File: src/rtl/mem_arb_pkg.sv
// mem_arb_pkg: state codes and shared constants for mem_arbiter2
package mem_arb_pkg;
    localparam logic [1:0] ST_IDLE = 2'd0;
    localparam logic [1:0] ST_GRANT = 2'd1;
    localparam logic [1:0] ST_GAP = 2'd2;
    localparam logic [31:0] TIMEOUT_RDATA = 32'hFFFF_FFFF;
    localparam logic M0 = 1'b0;
    localparam logic M1 = 1'b1;
endpackage

File: src/rtl/mem_arb_watchdog.sv
// mem_arb_watchdog: counts stalled GRANT cycles and strobes tmo at the limit
module mem_arb_watchdog #(
    parameter int TIMEOUT_CYCLES = 255
) (
    input  logic clk,
    input  logic rst,
    input  logic active,
    input  logic done,
    output logic tmo
);
    logic [15:0] count;
    always_ff @(posedge clk)
        if (rst || !active) count <= '0;
        else if (!done) count <= count + 16'd1;
    assign tmo = active && count == 16'(TIMEOUT_CYCLES);
endmodule

File: src/rtl/mem_arbiter2.sv
// mem_arbiter2: two-master arbiter for the native memory bus; `define MEM_ARB_TIMEOUT_EN adds the watchdog
module mem_arbiter2 #(
    parameter bit FIXED_PRIO = 1'b0,
    parameter int TIMEOUT_CYCLES = 255
) (
    input  logic        clk,
    input  logic        rst,
    input  logic        m0_valid,
    input  logic        m0_instr,
    input  logic [31:0] m0_addr,
    input  logic [31:0] m0_wdata,
    input  logic [3:0]  m0_wstrb,
    output logic        m0_ready,
    output logic [31:0] m0_rdata,
    input  logic        m1_valid,
    input  logic        m1_instr,
    input  logic [31:0] m1_addr,
    input  logic [31:0] m1_wdata,
    input  logic [3:0]  m1_wstrb,
    output logic        m1_ready,
    output logic [31:0] m1_rdata,
    output logic        s_valid,
    output logic        s_instr,
    output logic [31:0] s_addr,
    output logic [31:0] s_wdata,
    output logic [3:0]  s_wstrb,
    input  logic        s_ready,
    input  logic [31:0] s_rdata,
    output logic [1:0]  grant,
    output logic        err
);
    import mem_arb_pkg::*;
    logic [1:0] state;
    logic owner, last, granted, sel1, own_valid, pick, tmo, fire_tmo, ready_o;
    logic [31:0] rdata_o;
    if (TIMEOUT_CYCLES < 1 || TIMEOUT_CYCLES > 65535) begin : g_bad_timeout
        $error("mem_arbiter2: TIMEOUT_CYCLES must be 1..65535");
    end
    assign granted = state == ST_GRANT;
    assign sel1 = owner == M1;
    assign own_valid = sel1 ? m1_valid : m0_valid;
    // tie goes to m0 under fixed priority, otherwise to whoever was not granted last
    assign pick = (m0_valid && m1_valid) ? (FIXED_PRIO ? M0 : ~last) : (m1_valid ? M1 : M0);
`ifdef MEM_ARB_TIMEOUT_EN
    mem_arb_watchdog #(.TIMEOUT_CYCLES(TIMEOUT_CYCLES)) u_wdog (
        .clk(clk),
        .rst(rst),
        .active(granted),
        .done(s_ready),
        .tmo(tmo)
    );
    always_ff @(posedge clk)
        if (rst) err <= 1'b0;
        else if (fire_tmo) err <= 1'b1;
`else
    assign tmo = 1'b0;
    assign err = 1'b0;
`endif
    assign fire_tmo = granted && own_valid && tmo && !s_ready;
    assign ready_o = granted && own_valid && !rst && (s_ready || tmo);
    assign rdata_o = !granted ? '0 : (fire_tmo ? TIMEOUT_RDATA : s_rdata);
    assign m0_ready = ready_o && !sel1;
    assign m1_ready = ready_o && sel1;
    assign m0_rdata = sel1 ? '0 : rdata_o;
    assign m1_rdata = sel1 ? rdata_o : '0;
    assign s_valid = granted && own_valid && !fire_tmo;
    assign s_instr = granted && (sel1 ? m1_instr : m0_instr);
    assign s_addr = !granted ? '0 : (sel1 ? m1_addr : m0_addr);
    assign s_wdata = !granted ? '0 : (sel1 ? m1_wdata : m0_wdata);
    assign s_wstrb = !granted ? '0 : (sel1 ? m1_wstrb : m0_wstrb);
    assign grant = !granted ? 2'b00 : (sel1 ? 2'b10 : 2'b01);
    always_ff @(posedge clk)
        if (rst) begin
            state <= ST_IDLE;
            owner <= M0;
            last <= M1;
        end else if (!granted) begin
            state <= (m0_valid || m1_valid) ? ST_GRANT : ST_IDLE;
            if (m0_valid || m1_valid) begin
                owner <= pick;
                last <= pick;
            end
        end else if (!own_valid || s_ready || tmo) begin
            state <= ST_GAP;
        end
endmodule

File: config.mk
export PLATFORM = sky130hd
export DESIGN_NAME = mem_arbiter2
export DESIGN_NICKNAME = d
export VERILOG_FILES = /design/src/rtl/mem_arb_pkg.sv /design/src/rtl/mem_arb_watchdog.sv /design/src/rtl/mem_arbiter2.sv
export SDC_FILE = /design/constraint.sdc
export NUM_CORES = 1
export LEC_CHECK = 0
export CORE_AREA = 2 2 123 125
export DETAILED_ROUTE_END_ITERATION = 16
export DIE_AREA = 0 0 125 127
export PLACE_DENSITY_LB_ADDON = 0.1
export SYNTH_ARGS = -nofsm -noshare
export SYNTH_HDL_FRONTEND = slang
export SYNTH_SLANG_ARGS = --single-unit
export TNS_END_PERCENT = 30
File: constraint.sdc
create_clock -name clk -period 1.8 [get_ports clk]
set_clock_uncertainty 0.05 [all_clocks]
set_input_delay 0.36 -clock clk [delete_from_list [all_inputs] [get_ports clk]]
set_output_delay 0.36 -clock clk [all_outputs]
set_load 0.05 [all_outputs]
==> results of run 1 <==
worst max-delay path by stage:
stage	slack, ps	startpoint	depth (start not counted)	end
floorplan	-80	owner	5	s_wdata[12]
global placement	-210	state[1]	6	m0_ready
detailed placement	-240	state[1]	4	m0_rdata[6]
CTS	-90	owner	6	s_addr[24]
global route	-110	owner	5	s_wstrb[0]
finish	-60	state[1]	6	m0_ready
per-layer routing:
| metal | vias up | global-route usage (%) | share of wire, % |
|---|---|---|---|
| met5 | - | 0 | 0 |
| met4 | 0 | 4.77 | 2.2 |
| met3 | 18 | 2.89 | 5.9 |
| met2 | 165 | 33.2 | 59 |
| met1 | 1468 | 15.9 | 33 |
| li1 | 1515 | - | - |
sequential cells by signal (all words and copies together), names as in the netlist:
| name | count |
|---|---|
| state | 2 |
| last | 1 |
| owner | 1 |
final cells by class:
cell class / instances / area, µm² / share of cell area (%)
timing repair buffer: 345 / 5170 / 66.8
multi-input combinational: 222 / 2160 / 28.0
clock buffer: 4 / 78.8 / 1.02
inverter: 2 / 7.51 / 0.0970
tap: 184 / 230 / 2.97
sequential: 4 / 85.1 / 1.10
logic make-up after synthesis:
group | synth area share, %
other | 0.217
muxes | 40.6
AOI/OAI and AO/OA | 2.46
and+or+nand+nor | 42.4
DFF | 4.64
buffers and inverters | 9.71
repair_timing:
item | in CTS | in global routing
setup buffers | 6 | 4
resized for setup | 71 | 122
setup endpoints to repair | 138 | 122
pin swaps | 3 | 18
cloned | 9 | 7
power breakdown:
group          internal (mW)  switching [mW]
Sequential            0.0970         0.00627
Combinational           1.58            1.42
Clock                  0.293          0.0729
Total                   1.97            1.50
critical path: cells and delay by family (launching register included):
kind	cells	cell delay [ps]
buf+inv	3	430
flops	1	310
simple gates	3	490
per-stage QoR:
stage	util, %	std cells	setup WS, ps
CTS	48.8	751	-94.4
floorplan	-	254	-82.9
finish	53.7	761	-61.0
detailed placement	44.6	732	-243
global placement	44.6	732	-206
global route	53.7	761	-112
placed cells by master, fill, tap and decap left out, types with 8 or more instances in the layout:
cell             count
mux2i_2             22
nor2_2              44
buf_16               8
nor2_4              17
and3_1               9
buf_12             143
mux2i_4             13
nor2_1              12
clkdlybuf4s50_1    174
and2_4              33
clkbuf_16           10
mux2i_1             35
and3_4              23
==> impl_metrics.json, run 1 <==
{
  "status": "complete, but fails checks",
  "violations": "negative setup slack",
  "cp-start-kind": "register",
  "die_area_mm2": 0.0159,
  "yosysTopAreaCell": "mux2i_1",
  "critPathCaptureType": "output pin",
  "synth_most_common_cell": "nor2_1",
  "ys_top_cells_by_area": "mux2i_1 41%, nor2_1 15%, and2_1 12%",
  "synth_ff_type": "dfxtp_1",
  "drc": 0,
  "synth_cells": 254,
  "finalSetupTns_ps": -1340,
  "crit_fanout": 6,
  "ys_seq_area_share_pct": 4.64,
  "r2r_end": "state[1]",
  "drtIter0Drc": 76,
  "worstPathArrival_ps": 1450,
  "insertion_delay_ps": 230,
  "fin_crit_sh_pct": 103,
  "reg2reg_depth": 5,
  "cts_root_buf": "clkbuf_16",
  "finalWorstSetupSlack_ps": -61.0,
  "clock_path_buffers": 2,
  "avgSynthCellArea_um2": 6.80,
  "ys_async_sr_fraction_pct": 0,
  "post_drt_via_cell_ratio": 4.16,
  "syn_nets": 429,
  "vdd_drop_max_uv": 183,
  "io_pins": 314,
  "initial_core_util_pct": 12.0,
  "yosys.area.top_type_share_pct": 40.6,
  "hpwl_um": 10300,
  "grt_max_degree": 42,
  "first_global_vias": 3330,
  "slowest_delay_ps": 310,
  "cp_slowest_cell": "dfxtp_2",
  "max_freq_mhz": 537,
  "synth_cell_types": 21,
  "drtAntennaViolNets": 0,
  "cts_made_buffers": 3,
  "power_mw": 3.47,
  "rsz0062_at_grt": "yes",
  "worst_ep_required_time_ps": 1390,
  "cts_hold_buf": 0,
  "reg2reg_slack_ps": 430,
  "overflow": 0,
  "clk_pin_slew_ps": 30,
  "min_to": "last",
  "wl_per_cell_um": 19.2,
  "portBuffers": 312,
  "fin_hold_ws_ps": 511,
  "p_leak_nw": 2.96,
  "place_area_mm2": 0.00643,
  "worstSetupPathType": "reg2out",
  "powerDensity_mw_per_mm2": 448,
  "worstHoldStart": "last",
  "row_count": 44,
  "drtPass1Iterations": 4,
  "finalCriticalPeriod_ps": 1860,
  "fillCellCount": 1249,
  "whs_path_depth": 2,
  "grt_pass1_wl_um": 19700,
  "maxCapViolations": 0,
  "min_path_type": "reg2reg",
  "gp_congestion": 0.813,
  "cts_tree": "built",
  "drive_above_1_share_pct": 57.4,
  "gr-usage-all-layers_pct": 16.0,
  "syn-cell-area_mm2": 0.00173,
  "finalSetupViolations": 67,
  "finalHoldViolCount": 0,
  "clock_sinks": 4,
  "vias": 3166,
  "die_h_um": 127,
  "synth_commonest_cells": "71 x nor2_1, 70 x mux2i_1, 34 x and2_1, 32 x and3_1, 9 x clkbuf_1",
  "yosys_warnings": 0,
  "fp.dieW_um": 125,
  "crit_chain": "nand2b_4 -> buf_8 -> buf_16 -> nor2_4 -> and4b_2 -> buf_12",
  "drv_slew": 0,
  "nNetsFinal": 753,
  "ys_ff_latch": 4,
  "htreeDepth": 1,
  "fin_area_mm2": 0.00774,
  "n_antenna_cell": 0,
  "routed_wl_um": 14600,
  "core_region_area_mm2": 0.0144,
  "rr_startpoint": "owner",
  "synth_edf_count": 0,
  "syn_to_final_growth_pct": 348,
  "antenna_found_initial": 0
}
Power figures use the tool's default switching activity.
==> run 2: changes to the inputs <==
--- a/config.mk
+++ b/config.mk
@@ -8,6 +8,7 @@
 export CORE_AREA = 2 2 123 125
 export DETAILED_ROUTE_END_ITERATION = 16
 export DIE_AREA = 0 0 125 127
+export HOLD_SLACK_MARGIN = 0.03
 export PLACE_DENSITY_LB_ADDON = 0.1
 export SYNTH_ARGS = -nofsm -noshare
 export SYNTH_HDL_FRONTEND = slang
==> results of run 2 <==
Final layout, timing and power as in run 1 (identical DEF).
==> run 3: changes to the inputs <==
--- a/config.mk
+++ b/config.mk
@@ -13,4 +13,4 @@
 export SYNTH_ARGS = -nofsm -noshare
 export SYNTH_HDL_FRONTEND = slang
 export SYNTH_SLANG_ARGS = --single-unit
-export TNS_END_PERCENT = 30
+export TNS_END_PERCENT = 50
==> run 3 against run 2 <==
The flow still finishes with violations (negative setup slack). Clock-buffer cell count unchanged. Routed wire length decreased by 12%. Non-clock buffer count unchanged. Total power decreased by 3.7%. Via count decreased by 2.1%. Largest power group unchanged. Critical endpoint is now s_wdata[16]. Sequential share of layout area about the same. Die area unchanged. First-iteration DRC count decreased by 53%.
==> impl_metrics.json, run 3 (synthesis gave the netlist of run 1 again) <==
{
  "status": "complete, but fails checks",
  "violations": "negative setup slack",
  "place_ws_ps": -5.29,
  "min_path_type": "in2reg",
  "p_leak_nw": 2.93,
  "first_global_vias": 3166,
  "die_area_mm2": 0.0159,
  "gp_congestion": 0.834,
  "slowest_delay_ps": 360,
  "place_area_mm2": 0.00659,
  "powerDensity_mw_per_mm2": 446,
  "overflow": 0,
  "net-switching-power_mw": 1.43,
  "finalWorstSetupSlack_ps": -63.0,
  "largest_register": "state",
  "post_drt_via_cell_ratio": 4.07,
  "worst_ep_required_time_ps": 1390,
  "crit_chain": "buf_4 -> buf_12 -> mux2i_4 -> nor2_4 -> buf_12",
  "finalSetupViolations": 42,
  "vias": 3100,
  "vdd_drop_max_uv": 232,
  "syn_to_final_growth_pct": 334,
  "drive_above_1_share_pct": 51.7,
  "initial_core_util_pct": 12.0,
  "drv_slew": 0,
  "final_cell_mix": "171 x clkdlybuf4s50_1, 148 x buf_12, 45 x mux2i_1",
  "internal_power_mw": 1.91,
  "fin_area_mm2": 0.00749,
  "clk_pin_slew_ps": 30,
  "drc": 0,
  "seqPwrFrac_pct": 3.1,
  "worstSetupPathType": "reg2out",
  "cts_root_buf": "clkbuf_16",
  "antenna_found_initial": 2,
  "critPathCaptureType": "output pin",
  "cp-start-kind": "register",
  "routed_wl_um": 12900,
  "drtIter0Drc": 36,
  "finalCriticalPeriod_ps": 1860,
  "crit_fanout": 9,
  "insertion_delay_ps": 220,
  "hpwl_um": 10100,
  "maxCapViolations": 0,
  "power_frac_comb_pct": 86.3,
  "nNetsFinal": 752,
  "mostFrequentLayoutCell": "clkdlybuf4s50_1",
  "core_region_area_mm2": 0.0144,
  "max_freq_mhz": 537,
  "finalHoldViolCount": 0,
  "top_regs": "state: 2 flops, last: 1 flops, owner: 1 flops",
  "cts_hold_buf": 0,
  "drtPass1Iterations": 4,
  "switching_share_pct": 42.8,
  "drtAntennaViolNets": 0,
  "grt_pass1_wl_um": 18500,
  "largest_reg_flops": 2,
  "fp.dieW_um": 125,
  "cts_made_buffers": 3,
  "grt_max_degree": 35,
  "cp_slowest_cell": "dfxtp_4",
  "gr-usage-all-layers_pct": 14.7,
  "clock_sinks": 4,
  "cts_tree": "built",
  "io_pins": 314,
  "die_h_um": 127,
  "clock_path_buffers": 2,
  "fillCellCount": 1265,
  "htreeDepth": 1,
  "rsz0062_at_grt": "yes",
  "portBuffers": 312,
  "row_count": 44,
  "worstPathArrival_ps": 1450,
  "clkPwrFrac_pct": 10.7,
  "fin_crit_sh_pct": 103,
  "wl_per_cell_um": 17.0,
  "cp_common_cell": "buf_12"
}
run 3: metal layers:
layer / up-vias / share of wire [%] / GRT usage, %
met2: 163 / 55 / 29.1
met5: - / 0.085 / 0
met3: 14 / 7.0 / 3.10
met1: 1416 / 36 / 15.9
li1: 1505 / - / -
met4: 2 / 2.0 / 3.53
run 3: timing repair:
| item | in CTS | in global routing |
|---|---|---|
| setup buffers | 7 | 6 |
| cloned | 6 | 3 |
| resized for setup | 48 | 80 |
| endpoints found under the setup margin | 35 | 109 |
| pin swaps | 25 | 3 |
run 3: power groups by stage:
stage / sequential (mW) / clock (mW) / combinational, mW
after floorplan: 0.101 / 0 / 1.13
after global placement: 0.111 / 0 / 2.51
after detailed placement: 0.111 / 0 / 2.53
after CTS: 0.102 / 0.363 / 2.74
after global routing: 0.103 / 0.377 / 3.00
final: 0.102 / 0.356 / 2.88
run 3: cell type report:
cell class,instances,area (µm²),share of cell area (%)
diodes,1,2.50,0.0334
clock buffers,4,78.8,1.05
inverters,2,7.51,0.100
multi-input cells,221,2010,26.9
flip-flops and latches,4,83.8,1.12
well taps,184,230,3.07
repair buffers,345,5070,67.8
run 3: final timing paths:
kind	start	end	slack [ps]	cells after the start
min	rst	owner	470	3
min reg2reg	last	last	500	2
max reg2reg	owner	state[1]	380	5
max	owner	s_wdata[16]	-60	5
run 3: worst max-delay path: cells and delay by family, from the launching register on:
| family | cells | cell delay [ps] |
|---|---|---|
| buf+inv | 3 | 500 |
| flops | 1 | 360 |
| mux | 1 | 300 |
| simple gates | 1 | 60 |
run 3: metrics by stage:
step	hold WS [ps]	power, mW	cells	utilization [%]	setup TNS [ps]
after floorplan	379	1.23	254	-	-1770
after global placement	470	2.62	735	45.7	0
after detailed placement	488	2.64	735	45.7	-8.46
after CTS	498	3.20	752	48.7	-1450
after global routing	482	3.48	760	51.9	-4350
final	471	3.34	761	51.9	-970
